**src/rtl/fifo_wr_arbiter.sv**
```systemverilog
`default_nettype none
// ============================================================================
//  Module   : fifo_wr_arbiter
//  Purpose  : Round-robin arbiter sharing a single FIFO write port among
//             NUM_REQ requesters. Each grant is a burst of up to BURST_LEN
//             beats. Every write is gated on the FIFO full flag.
//  Revision : 1.0 - initial release
// ============================================================================
module fifo_wr_arbiter #(
    parameter int NUM_REQ    = 4,
    parameter int DATA_WIDTH = 16,
    parameter int BURST_LEN  = 4
) (
    input  logic                          clk_i,
    input  logic                          rst_i,
    input  logic [NUM_REQ-1:0]            req_i,
    input  logic [NUM_REQ*DATA_WIDTH-1:0] wdata_i,
    output logic [NUM_REQ-1:0]            gnt_o,
    input  logic                          fifo_full_i,
    input  logic                          fifo_wr_error_i,
    output logic                          fifo_wr_en_o,
    output logic [DATA_WIDTH-1:0]         fifo_wdata_o,
    output logic [2:0]                    owner_o,
    output logic                          busy_o,
    output logic                          err_o
);

    // Requester slots are padded to eight so a 3-bit owner index always
    // selects exactly one slot, whatever NUM_REQ is.
    localparam int         c_MAX_REQ   = 8;
    localparam logic [3:0] c_NUM_REQ   = 4'(NUM_REQ);
    localparam logic [3:0] c_LAST_BEAT = 4'(BURST_LEN - 1);
    localparam logic [2:0] c_LAST_INIT = 3'(NUM_REQ - 1);

    localparam logic [0:0] c_S_IDLE  = 1'b0;
    localparam logic [0:0] c_S_BURST = 1'b1;

    logic [0:0] r_state;
    logic [2:0] r_owner;
    logic [2:0] r_last;
    logic [3:0] r_beat_cnt;
    logic       r_busy;
    logic       r_err;

    wire  [c_MAX_REQ-1:0]  w_req_ext;
    wire  [DATA_WIDTH-1:0] w_data_arr [c_MAX_REQ];
    logic                  w_own_req;
    logic                  w_accept;
    logic                  w_found;
    logic [2:0]            w_sel;
    logic [3:0]            w_sum;

    // Spread requests and data slices into fixed eight-entry tables.
    for (genvar k = 0; k < c_MAX_REQ; k++) begin : g_slot
        if (k < NUM_REQ) begin : g_used
            assign w_req_ext[k]  = req_i[k];
            assign w_data_arr[k] = wdata_i[k*DATA_WIDTH +: DATA_WIDTH];
        end else begin : g_unused
            assign w_req_ext[k]  = 1'b0;
            assign w_data_arr[k] = '0;
        end
    end

    // Pick the first requester after the previous owner, wrapping modulo NUM_REQ.
    always_comb begin
        w_found = 1'b0;
        w_sel   = '0;
        w_sum   = '0;
        for (int i = 1; i <= NUM_REQ; i++) begin
            w_sum = {1'b0, r_last} + 4'(i);
            if (w_sum >= c_NUM_REQ) begin
                w_sum = w_sum - c_NUM_REQ;
            end
            if (!w_found && w_req_ext[w_sum[2:0]]) begin
                w_found = 1'b1;
                w_sel   = w_sum[2:0];
            end
        end
    end

    // A beat is accepted only for the owner, only when the FIFO has room,
    // and never while reset is asserted.
    assign w_own_req = w_req_ext[r_owner];
    assign w_accept  = (r_state == c_S_BURST) && w_own_req && !fifo_full_i && !rst_i;

    for (genvar k = 0; k < NUM_REQ; k++) begin : g_gnt
        assign gnt_o[k] = w_accept && (r_owner == 3'(k));
    end

    assign fifo_wr_en_o = w_accept;
    assign fifo_wdata_o = w_data_arr[r_owner];
    assign owner_o      = r_owner;
    assign busy_o       = r_busy;
    assign err_o        = r_err;

    // Arbitration/burst state machine with the sticky error flag.
    always_ff @(posedge clk_i) begin
        if (rst_i) begin
            r_state    <= c_S_IDLE;
            r_owner    <= '0;
            r_last     <= c_LAST_INIT;
            r_beat_cnt <= '0;
            r_busy     <= 1'b0;
            r_err      <= 1'b0;
        end else begin
            if (fifo_wr_error_i) begin
                r_err <= 1'b1;
            end
            case (r_state)
                c_S_IDLE: begin
                    if (w_found) begin
                        r_owner    <= w_sel;
                        r_beat_cnt <= '0;
                        r_busy     <= 1'b1;
                        r_state    <= c_S_BURST;
                    end
                end
                c_S_BURST: begin
                    if (!w_own_req) begin
                        // Owner released early; full flag is irrelevant here.
                        r_last     <= r_owner;
                        r_beat_cnt <= '0;
                        r_busy     <= 1'b0;
                        r_state    <= c_S_IDLE;
                    end else if (w_accept) begin
                        if (r_beat_cnt == c_LAST_BEAT) begin
                            r_last     <= r_owner;
                            r_beat_cnt <= '0;
                            r_busy     <= 1'b0;
                            r_state    <= c_S_IDLE;
                        end else begin
                            r_beat_cnt <= r_beat_cnt + 4'd1;
                        end
                    end
                    // Otherwise stalled on full: hold everything.
                end
                default: begin
                    r_state <= c_S_IDLE;
                    r_busy  <= 1'b0;
                end
            endcase
        end
    end

endmodule
`default_nettype wire
```
**config.mk**
```make
export PLATFORM = sky130hd
export DESIGN_NAME = fifo_wr_arbiter
export DESIGN_NICKNAME = d
export VERILOG_FILES = /design/src/rtl/fifo_wr_arbiter.sv
export SDC_FILE = /design/constraint.sdc
export NUM_CORES = 1
export LEC_CHECK = 0
export ABC_AREA = 0
export CELL_PAD_IN_SITES_DETAIL_PLACEMENT = 2
export CELL_PAD_IN_SITES_GLOBAL_PLACEMENT = 2
export CORE_MARGIN = 5
export CORE_UTILIZATION = 19
export DETAILED_ROUTE_END_ITERATION = 8
export HOLD_SLACK_MARGIN = 0.06
export PLACE_DENSITY_LB_ADDON = 0.1
export SLEW_MARGIN = 20
export SYNTH_ARGS = -nofsm -noshare
export SYNTH_HDL_FRONTEND = slang
export SYNTH_SLANG_ARGS = --single-unit
```
**constraint.sdc**
```tcl
create_clock -name clk_i -period 3.55 [get_ports clk_i]
set_input_delay 1.065 -clock clk_i [delete_from_list [all_inputs] [get_ports clk_i]]
set_output_delay 1.065 -clock clk_i [all_outputs]
set_load 0.03 [all_outputs]
```
==> qor.csv, run 1 <==
metric;value;unit
gr-usage-met1;16.7;%
fmax;285;MHz
p_switching;0.000502;W
grt_max_degree;24;
area_growth;82.3;%
dp_hpwl;5230;um
grt_pass1_vias;1818;
hold_class;register to register;
cp_slowest_cell;mux4_2;
maxSlewViolCount;0;
start_util;19.4;%
antenna_cells;0;
firstDrtPassIters;5;
num_vias;1600;
drtIter0Drc;62;
drc;0;
gp_congestion;0.726;
final_cell_mix;clkdlybuf4s50_1 (72), buf_4 (19), mux4_2 (18), nor2b_1 (16), nor2_1 (15);
busiest_layer;met2;
cts_root_buf;clkbuf_8;
synth_fa_ha_area_share;2.68;%
cp-end-kind;output pin;
drt.antenna.violating_nets;0;
path_clk_slew;0.06;ns
p_int;0.000642;W
cts_sinks;13;
max_stage_delay;0.45;ns
syn-num-nets;220;
grt_usage;14.0;%
numCtsBuffers;3;
ir_drop;0.162;mV
hold_viol_final;0;
ioPinCount;98;
place_ws;-0.775;ns
pwr-share-seq;16.3;%
ys_types;43;
combPwrFrac;71.5;%
cts_tree;built;
synth-seq-cells;13;
setup-violations-final;0;
grt_pass1_wl;9770;um
grt_overflow;0;
layout.cells.most_common;clkdlybuf4s50_1;
vias_per_cell;4.62;
finalSetupTns;0;ns
synth_compound_area_share;13.5;%
use_met3;3.13;%
cp.arrival;2.45;ns
die_x;95.8;um
rows;31;
fill_cells;823;
crit_chain;clkdlybuf4s50_1 > mux4_2 > nor2b_1 > dlygate4sd2_1;
htreeDepth;1;
cellPowerDensity;448;mW/mm^2
clkPwrFrac;12.2;%
tightestPinTransition;0.593;ns
postPlaceCellArea;0.00250;mm^2
die_h;95.8;um
synth_xor_area_share;0;%
crit_type;input pin to output pin;
clock_path_buffers;2;
drv_cap;0;
post-route-period-util;98.9;%
power.leakage;0.979;nW
port_buffers;97;
period_needed;3.51;ns
synth_top_family_by_area;multiplexers;
antenna_found_initial;0;
crit_required;2.48;ns
relSlewSlack;60.4;%
wl_per_cell;18.5;um
synth_warnings;0;
fin_skew;0.00421;ns
power;0.00114;W
syn-instance-count;145;
finalWirelength;6410;um
synthSimpleGateAreaFrac;25.6;%
fin_area;0.00255;mm^2
synth_area_per_cell;9.66;um^2
ff_latch_area;260;um^2
use_met2;25.8;%
multi_input_area;0.00109;mm^2
seq_area_frac_synth;18.6;%
finalWorstSetupSlack;0.0385;ns
die_area;0.00919;mm^2
drive_gt1_share;22.7;%
nets;323;
run_status;complete, no violations;
core;0.00721;mm^2
crit_path_max_fanout;1;
start_kind;input pin;
clock_latency;0.25;ns
switching_share;43.9;%
postLayoutCoreUtil;35.4;%
syn-cell-area;0.00140;mm^2
synth.mux.area_fraction;34.6;%
hold_buffers;0;
through the flow:
step                      hold WS (ns)  instances
after floorplan                  0.466        145
after global placement           0.455        340
after detailed placement         0.469        340
after CTS                        0.486        345
after global routing             0.507        346
final                            0.475        346
state kept, by name (all words and copies together) (netlist names):
name and count:
owner_o 3, r_last 3, r_state 1, r_beat_cnt 4, err_o 1, busy_o 1
critical path: cells and delay by family:
family | cells | cell delay, ns
buf+inv | 2 | 0.78
mux | 1 | 0.45
simple gates | 1 | 0.15
power groups by stage:
stage               clock [W]  sequential, W  combinational [W]
floorplan                   0       0.000206           0.000505
global placement            0       0.000189           0.000838
detailed placement          0       0.000190           0.000847
CTS                  0.000144       0.000187           0.000827
global route         0.000149       0.000190           0.000880
finish               0.000139       0.000187           0.000818
cell usage after synthesis:
cell type	n	area [um^2]
a311oi_1	1	8.76
o21ai_2	1	8.76
nand2_1	3	11.3
a21oi_2	1	8.76
mux2_1	1	11.3
clkbuf_1	6	22.5
or2_2	1	6.26
and3_1	3	18.8
a211o_1	2	17.5
o31ai_1	1	7.51
and2_1	1	6.26
o32ai_1	1	8.76
or3_1	3	18.8
a41oi_1	1	8.76
nor2_1	16	60.1
o311ai_1	1	8.76
o21ai_0	8	40.0
inv_1	4	15.0
ha_1	3	37.5
nand3_1	3	15.0
mux2i_1	3	30.0
nand4b_1	1	8.76
mux4_1	1	26.3
nor3_1	1	5.00
buf_6	1	11.3
and4_4	1	11.3
o22a_1	2	17.5
mux4_2	18	405
dfxtp_1	13	260
buf_1	1	3.75
mux2_2	1	11.3
a22oi_1	1	7.51
nor4b_2	1	15.0
buf_4	1	7.51
nor2b_1	17	106
nand2b_1	7	43.8
o22ai_1	1	6.26
or4_4	1	11.3
buf_2	2	10.0
a21oi_1	5	25.0
nand4_1	1	6.26
o21a_1	2	15.0
nor3b_1	2	15.0
layer usage:
metal	vias up	wire, um
met4	0	74
li1	754	-
met5	-	0
met3	6	308
met1	800	2500
met2	40	3530
cell type report:
| cell class | instances | area share (%) |
|---|---|---|
| inverter | 4 | 0.588 |
| clock buffer | 4 | 1.76 |
| sequential | 13 | 10.2 |
| multi-input combinational | 117 | 42.7 |
| tap | 99 | 4.85 |
| timing repair buffer | 109 | 39.9 |
repair_timing:
| item | 4_1_cts | 5_1_grt |
|---|---|---|
| resized for setup | 46 | 4 |
| pin swaps | 0 | 0 |
| setup buffers | 1 | 1 |
| endpoints found under the setup margin | 15 | 5 |
cells by family (layout without fill, tap and decap cells):
group,Yosys count,in the layout
mux,24,24
fa+ha+maj,3,3
simple gates,62,62
compound gates,28,28
buf+inv,15,117
flops,13,13
worst paths after layout:
path	from	end	slack (ns)	cells after the start
setup / recovery	wdata_i[43]	fifo_wdata_o[11]	0.04	4
hold / removal	err_o$_SDFFE_PP0P_	err_o$_SDFFE_PP0P_	0.48	2
setup reg to reg	r_last[0]$_SDFFE_PP1P_	owner_o[1]$_SDFFE_PP0P_	0.98	8
hold reg to reg	err_o$_SDFFE_PP0P_	err_o$_SDFFE_PP0P_	0.48	2
(Power assumes the default switching activity.)
==> inputs of run 2 (changes only) <==
--- a/config.mk
+++ b/config.mk
@@ -5,11 +5,11 @@
 export SDC_FILE = /design/constraint.sdc
 export NUM_CORES = 1
 export LEC_CHECK = 0
-export ABC_AREA = 0
+export ABC_AREA = 1
 export CELL_PAD_IN_SITES_DETAIL_PLACEMENT = 2
 export CELL_PAD_IN_SITES_GLOBAL_PLACEMENT = 2
 export CORE_MARGIN = 5
-export CORE_UTILIZATION = 19
+export CORE_UTILIZATION = 15
 export DETAILED_ROUTE_END_ITERATION = 8
 export HOLD_SLACK_MARGIN = 0.06
 export PLACE_DENSITY_LB_ADDON = 0.1
==> qor.csv, run 2 <==
metric;value;unit;change
run_status;complete, no violations;;unchanged
drive_gt1_share;19.0;%;was 22.7%
rsz0062_at_grt;false;;
layout.cells.most_common;clkdlybuf4s50_1;;unchanged
crit_required;2.48;ns;about the same
rows;34;;was 31
path_buf_inv;4;;was 2
clock_latency;0.24;ns;was 0.25 ns
area_growth;92.3;%;was 82.3%
largest_register;r_beat_cnt;;unchanged
pwr-share-seq;15.0;%;was 16.3%
die_x;103;um;was 95.8 um
htreeDepth;1;;unchanged
die_area;0.0107;mm^2;was 0.00919 mm^2
grt_pass1_vias;2224;;was 1818
clkPwrFrac;8.4;%;was 12.2%
vias_per_cell;4.54;;was 4.62
core;0.00864;mm^2;was 0.00721 mm^2
crit_chain;clkdlybuf4s50_1 > inv_1 > nand2_1 > nor3_4 > inv_2 > nor3_2 > buf_4;;was clkdlybuf4s50_1 > mux4_2 > nor2b_1 > dlygate4sd2_1
seq_area_frac_synth;19.8;%;was 18.6%
syn-num-nets;291;;was 220
synth_top_area_share;19.8;%;was 29.0%
num_vias;1948;;was 1600
relSlewSlack;50.3;%;was 60.4%
cp_slowest_cell;clkdlybuf4s50_1;;was mux4_2
cp.arrival;2.32;ns;was 2.45 ns
drv_cap;0;;unchanged
largest_register_ffs;4;;unchanged
switching_share;55.3;%;was 43.9%
crit_type;input pin to output pin;;unchanged
yosysTopAreaCell;dfxtp_1;;was mux4_2
ioPinCount;98;;unchanged
hold_viol_final;0;;unchanged
cp_top_family;buffers and inverters;;unchanged
ys_types;29;;was 43
final_cell_mix;clkdlybuf4s50_1 (72), nand2_1 (49), buf_4 (34), nand3_1 (32), nor2_1 (19);;was clkdlybuf4s50_1 (72), buf_4 (19), mux4_2 (18), nor2b_1 (16), nor2_1 (15)
period_needed;3.39;ns;was 3.51 ns
grt_usage;13.2;%;was 14.0%
cts_root_buf;clkbuf_8;;unchanged
grt_max_degree;24;;unchanged
die_h;103;um;was 95.8 um
clock_path_buffers;2;;unchanged
hold_class;register to register;;unchanged
start_util;15.2;%;was 19.4%
p_int;0.000702;W;was 0.000642 W
numCtsBuffers;3;;unchanged
ir_drop;0.180;mV;was 0.162 mV
cellPowerDensity;622;mW/mm^2;was 448 mW/mm^2
cts_sinks;13;;unchanged
dp.cells;424;;was 340
path_clk_slew;0.06;ns;about the same
grt_overflow;0;;unchanged
post-synth-top-count-cell;nand2_1;;was mux4_2
start_kind;input pin;;unchanged
synth_common_cells;nand2_1 (49), nand3_1 (32), nor2_1 (21);;was mux4_2 (18), nor2b_1 (17), nor2_1 (16)
antenna_cells;0;;unchanged
fin_skew;0.00622;ns;was 0.00421 ns
drtIter0Drc;32;;was 62
port_buffers;97;;unchanged
finalSetupTns;0;ns;unchanged
p_switching;0.000867;W;was 0.000502 W
max_stage_delay;0.42;ns;was 0.45 ns
postLayoutCoreUtil;29.2;%;was 35.4%
synth_edf_count;0;;unchanged
wl_per_cell;16.5;um;was 18.5 um
fmax;295;MHz;was 285 MHz
fin_area;0.00252;mm^2;was 0.00255 mm^2
syn-cell-area;0.00131;mm^2;was 0.00140 mm^2
finalWirelength;7070;um;was 6410 um
gp_congestion;0.683;;was 0.726
cts_tree;built;;unchanged
dp_hpwl;5830;um;was 5230 um
maxSlewViolCount;0;;unchanged
instances_no_fill;429;;was 346
antenna_found_initial;0;;unchanged
drt.antenna.violating_nets;0;;unchanged
power;0.00157;W;was 0.00114 W
synth_area_per_cell;6.07;um^2;was 9.66 um^2
setup-violations-final;0;;unchanged
cp-end-kind;output pin;;unchanged
power.leakage;1.05;nW;was 0.979 nW
combPwrFrac;76.6;%;was 71.5%
postPlaceCellArea;0.00244;mm^2;was 0.00250 mm^2
grt_pass1_wl;11100;um;was 9770 um
drc;0;;unchanged
synth_area_leaders;dfxtp_1 (20%), nand2_1 (14%), nand3_1 (12%), a22oi_1 (9.2%), a31oi_1 (7.6%);;was mux4_2 (29%), dfxtp_1 (19%), nor2b_1 (7.6%), nor2_1 (4.3%), nand2b_1 (3.1%)
rrSetupSlack;1.42;ns;was 0.98 ns
synth_warnings;0;;unchanged
crit_path_max_fanout;4;;was 1
nets;397;;was 323
synthArstFlopShare;0;%;unchanged
syn-instance-count;216;;was 145
hold_buffers;0;;unchanged
firstDrtPassIters;4;;was 5
yosys_most_used_dff;dfxtp_1;;unchanged
post-route-period-util;95.4;%;was 98.9%
tightestPinTransition;0.744;ns;was 0.593 ns
synth-seq-cells;13;;unchanged
## run 2: cells by family after synthesis
kind of cell               count (synthesis)  share of synthesized area, %
AOI/OAI and AO/OA                         50                          25.4
xor gates and xnor gates                   1                         0.668
adders and majority gates                  3                          2.86
buffers and inverters                     27                          8.30
DFF                                       13                          19.8
and+or+nand+nor                          122                          42.9
## run 2: worst paths after layout
check,start,to,cells past startpoint
worst min register to register,err_o$_SDFFE_PP0P_,err_o$_SDFFE_PP0P_,2
worst max-delay path,rst_i,gnt_o[2],7
worst min-delay path,err_o$_SDFFE_PP0P_,err_o$_SDFFE_PP0P_,2
worst max register to register,r_last[0]$_SDFFE_PP1P_,r_beat_cnt[2]$_SDFFE_PP0P_,11
## run 2: layer usage
metal / routed length, um / part of all wire (%) / vias up / global-route usage, %
met2: 3550 / 50 / 61 / 22.9
met4: 48 / 0.68 / 0 / 2.69
met3: 502 / 7.1 / 5 / 4.56
met1: 2960 / 42 / 913 / 15.6
met5: 0 / 0 / - / 0
li1: - / - / 969 / -
## run 2: worst min-delay path, delay by kind of cell (launching register included)
kind | cells | cell delay (ns)
flip-flops | 1 | 0.33
AND/OR/NAND/NOR | 2 | 0.11
## run 2: per-stage QoR
step           worst slack (ns)  hold WS (ns)
6_report                  0.163         0.481
3_5_place_dp            -0.0665         0.470
4_1_cts                 -0.0219         0.488
2_1_floorplan            -0.168         0.458
5_1_grt                  0.0601         0.515
3_3_place_gp             0.0115         0.453
## run 2: final cells by class
cell class              count  area (um^2)
multi-input cells         176          968
fillers                  1033         6110
clock buffers               4         45.0
flip-flops and latches     13          260
repair buffers            111         1050
inverters                  17         66.3
well taps                 108          135
## run 2: power by group through the flow
stage / Sequential (W) / Clock (W) / Combinational (W)
5_1_grt: 0.000244 / 0.000147 / 0.00133
6_report: 0.000235 / 0.000132 / 0.00120
3_3_place_gp: 0.000238 / 0 / 0.00121
3_5_place_dp: 0.000240 / 0 / 0.00121
2_1_floorplan: 0.000241 / 0 / 0.000725
4_1_cts: 0.000237 / 0.000139 / 0.00123
## run 2: repair_timing
item | in CTS | in global routing
gates resized for setup | 3 | 6
setup endpoints to repair | 3 | 4
pin swaps | 0 | 3
cloned | 0 | 0
buffers inserted | 0 | 1
==> patch 1: new RTL, flow settings as in run 1 <==
Put one more register stage on the output `err_o`, with the module's reset. The value now appears one clock later. The other outputs are not delayed to match.
--- a/src/rtl/fifo_wr_arbiter.sv
+++ b/src/rtl/fifo_wr_arbiter.sv
@@ -92,5 +92,11 @@
     assign owner_o      = r_owner;
     assign busy_o       = r_busy;
-    assign err_o        = r_err;
+    always_ff @(posedge clk_i) begin
+        if (rst_i) begin
+            err_o <= '0;
+        end else begin
+            err_o <= r_err;
+        end
+    end
 
     // Arbitration/burst state machine with the sticky error flag.
Check against the original RTL: not equivalent (Yosys sat finds a counterexample within 4 cycles, from zero or initial values and one cycle with rst_i high).
==> patch 1 against run 1 <==
  * Final cell count down 0.29%
  * Wire length rose by 0.45%
  * Clock skew is 2.9 ps lower
  * Synthesized area fell by 0.18%
  * Total power is 5.8% lower
  * Final area is 0.25% lower
  * Setup slack got worse by 1.2 ps
  * Sequential cell count increased by 1
  * Highest routed layer unchanged
==> patch 1: results (changes against run 1) <==
cell count after synthesis 142 (-2.1%); via/cell ratio 4.69 (+1.4%); layout cells sized above 1 22.9% (+0.19 points); DR vias 1618 (+1.1%); first-pass GRT wire length 9.75 mm (-0.21%); initial antenna violation count 1 (+1); Total Routing Usage GR 13.7% (-0.29 points); Sequential Power Share 18.4% (+2.1 points); synth unique cells 42 (-2.3%); Signal inverters 5 (+1); met1 GRT Util 16.5% (-0.24 points); # fillers 827 (+0.49%); leakage dissipation 0.976 nW (-0.24%); status completed; placed cell area 0.00251 mm2 (+0.20%); antenna fix cells 1 (+1); r2r worst-path depth 7 (-1); Setup WS post-layout 37.3 ps (-1.18 ps); Area contributors post-synth mux4_2 (29%), dfxtp_1 (20%), nor2b_1 (8.1%); Crit. Startpoint wdata_i[58]; ClkCell Share 2.16% (+0.40 points); Post-Place Setup Slack -228 ps (+547 ps); Final Skew 1.32 ps (-2.89 ps); non-clk buf share 39.0% (-0.88 points); wirelength, routed 6.44 mm (+0.45%); via count of the first global-routing pass 1700 (-6.5%); Slew Limit Headroom 46.4% (-14 points); min-delay src r_err$_SDFFE_PP0P_; Seq power 0.000199 W (+6%); reg2reg setup slack 820 ps (-160 ps); post-synthesis mux area share 35.6% (+1.0 points); maximum number of pins on one net before global-route repair 23 (-4.2%); met3 usage 5.24% (+2.1 points); mapped cell area 0.00140 mm2 (-0.18%); area occupied by multi-input gates 0.00107 mm2 (-1.6%); switching part of the total 41.8% (-2.0 points); post-synthesis net count 217 (-1.4%); clock sinks 14 (+1); most frequent cells after synthesis mux4_2 (18), nor2b_1 (18), dfxtp_1 (14); first-pass iteration count of the detailed router 3 (-2); VDD IR max 0.000252 V (+56%); worst setup path end fifo_wdata_o[10]; P per Cell Area 423 mW/mm2 (-5.5%); count of non-CTS buffers in the layout 108 (-0.92%); DP Wirelength 5.32 mm (+1.7%); drt first-iter violations 40 (-35%)
## patch 1: metal layers
layer / share of wire (%) / wire length, um / vias up
met1: 41 / 2620 / 800
met5: 0 / 0 / -
met4: 1.4 / 87 / 0
met2: 48 / 3110 / 57
li1: - / - / 757
met3: 9.7 / 628 / 4
## patch 1: how the worst min path moves through the flow
stage                               to  slack (ps)  cells after the start
global placement    r_err$_SDFFE_PP0P_         450                      2
global route          err_o$_SDFF_PP0_         490                      1
CTS                 r_err$_SDFFE_PP0P_         470                      2
floorplan           r_err$_SDFFE_PP0P_         430                      2
finish              r_err$_SDFFE_PP0P_         460                      2
detailed placement  r_err$_SDFFE_PP0P_         460                      2
## patch 1: worst max-delay path, delay by kind of cell
family                 cells  cell delay, ps
and+or+nand+nor            1             140
buffers and inverters      2             790
muxes                      1             460
## patch 1: timing repair
action / in CTS / in global routing
buffers inserted: 0 / 0
gates resized for setup: 16 / 11
endpoints found under the setup margin: 14 / 6
hold buffers: 0 / 0
pin swaps: 1 / 0
==> patch 2: new RTL, config.mk and constraints of run 1 <==
Without the edit above. The parameter `NUM_REQ` goes from 4 to 8.
--- a/src/rtl/fifo_wr_arbiter.sv
+++ b/src/rtl/fifo_wr_arbiter.sv
@@ -8,5 +8,5 @@
 // ============================================================================
 module fifo_wr_arbiter #(
-    parameter int NUM_REQ    = 4,
+    parameter int NUM_REQ    = 8,
     parameter int DATA_WIDTH = 16,
     parameter int BURST_LEN  = 4
Ports: changed (resized gnt_o, req_i and wdata_i); port bits go from 98 to 170. No check against the original RTL was run, so the function may have changed too.
==> patch 2 against run 1 <==
  * The run now ends with setup timing left
  * Sequential cell count stayed put
  * Worst hold slack worse by 12 ps
  * Synthesized area rose by 70%
  * Register-to-register slack worse by 340 ps
  * Fmax shrank 2.7%
  * Final cell count up 72%
  * Via count up 79%
  * Synthesized cell count is 56% higher
  * Total power increased to 2.7 times the old value
  * Setup slack worse by 98 ps
  * Final area grew 82%
  * Sequential power is 24% higher
  * Wire length grew 120%
  * Clock power is 55% higher
  * Largest power group unchanged
==> patch 2: results (changes against run 1) <==
layout cells sized above 1 37.3% (+15 points); most frequent cells after synthesis mux4_2 (44), nor2_1 (21), mux2_2 (19); Final Skew 5.71 ps (+1.50 ps); via count of the first global-routing pass 3203 (+76%); Area contributors post-synth mux4_2 (42%), dfxtp_1 (11%), mux2_2 (9.0%); DR WL met3 1.07 mm (+250%); maximum number of pins on one net before global-route repair 29 (+21%); synth unique cells 42 (-2.3%); xor and xnor area share after synthesis 2.57% (+2.6 points); Avg WL per Cell 23.3 um (+26%); hold slack 463 ps (-12.5 ps); status complete, but fails checks; Crit path arrival time 2540 ps (+90 ps); post-synthesis compound-gate area fraction 9.72% (-3.8 points); GPL Wtd Cong 0.773 (+6.5%); port buffer count 169 (+74%); failing checks setup timing; Slew Limit Headroom 61.7% (+1.3 points); wire length on met2 7.36 mm (+110%); placed cell area 0.00453 mm2 (+81%); # setup viols final 8 (+8); leakage dissipation 1.79 nW (+83%); adder-cell share of the synthesized area 1.58% (-1.1 points); WL met1 5.20 mm (+110%); first-pass iteration count of the detailed router 4 (-1); first-pass GRT wire length 20.3 mm (+110%); DR vias 2860 (+79%); worst hold endpoint busy_o$_SDFFE_PP0P_; post-synthesis mux area share 56.1% (+21 points); r2r worst-path depth 9 (+1); Setup WS post-layout -59.1 ps (-97.6 ps); post-synthesis net count 369 (+68%); VDD IR max 0.000247 V (+52%)
[patch 2: cell types whose count changed in the layout (fill, tap and decap cells not counted), sizes merged, moves of 10 or more]
cell	before	now
mux2	2	19
mux4	19	44
clkdlybuf4s50	72	136
buf	22	77
nand2	3	15
mux2i	3	13
nor2b	17	0
[patch 2: area by class of cell]
cell class | instances | area, um2 | share of cell area [%]
multi-input cells | 185 | 2060 | 44.4
repair buffers | 214 | 1990 | 42.9
flip-flops and latches | 13 | 263 | 5.66
well taps | 168 | 210 | 4.53
clock buffers | 4 | 78.8 | 1.70
inverters | 10 | 37.5 | 0.809
[patch 2: repair_timing]
item                       4_1_cts  5_1_grt
hold buffers                     0        0
setup endpoints to repair       15        9
resized for setup               82        2
setup buffers                    0        1
pin swaps                        2        3
[patch 2: routing by layer]
metal | up-vias | track usage, %
met2 | 111 | 33.8
li1 | 1301 | -
met5 | - | 0
met3 | 12 | 4.41
met4 | 0 | 2.80
met1 | 1436 | 20.9
[patch 2: power by group through the flow]
stage | logic (W) | registers [W] | clock network, W
after global routing | 0.00291 | 0.000239 | 0.000233
final | 0.00270 | 0.000232 | 0.000215
after floorplan | 0.00165 | 0.000247 | 0
after global placement | 0.00271 | 0.000236 | 0
after detailed placement | 0.00274 | 0.000237 | 0
after CTS | 0.00275 | 0.000234 | 0.000220
[patch 2: kinds of logic after synthesis]
kind of cell,count (synthesis)
multiplexers,76
AND/OR/NAND/NOR,66
AO/OA/AOI/OAI,33
buffers and inverters,28
flip-flops,13
XOR/XNOR,7
adder cells (fa/ha/maj),3
[patch 2: worst max path at each step]
stage                        start      endpoint  slack (ps)  depth (start not counted)
final                     req_i[5]      gnt_o[0]         -60                          9
after floorplan           req_i[6]      gnt_o[1]         -40                          5
after global placement    req_i[3]  fifo_wr_en_o        -720                          6
after detailed placement  req_i[2]  fifo_wr_en_o        -740                          6
after global routing      req_i[5]      gnt_o[0]         -90                          9
after CTS                 req_i[5]      gnt_o[0]         -60                          9
[patch 2: per-stage QoR]
step                      setup WS (ps)  cells  utilization, %  setup TNS, ps  power [W]
after floorplan                   -37.2    226               -           -186    0.00190
after global placement             -720    589            37.2          -7850    0.00294
after detailed placement           -745    589            37.2          -8340    0.00297
after CTS                         -63.2    593            38.2           -341    0.00320
after global routing              -90.6    594            38.2           -587    0.00338
final                             -59.1    594            38.2           -301    0.00314
[patch 2: critical path: cells and delay by family]
kind / cells / cell delay, ps
mux: 2 / 720
buf+inv: 4 / 560
simple gates: 3 / 160
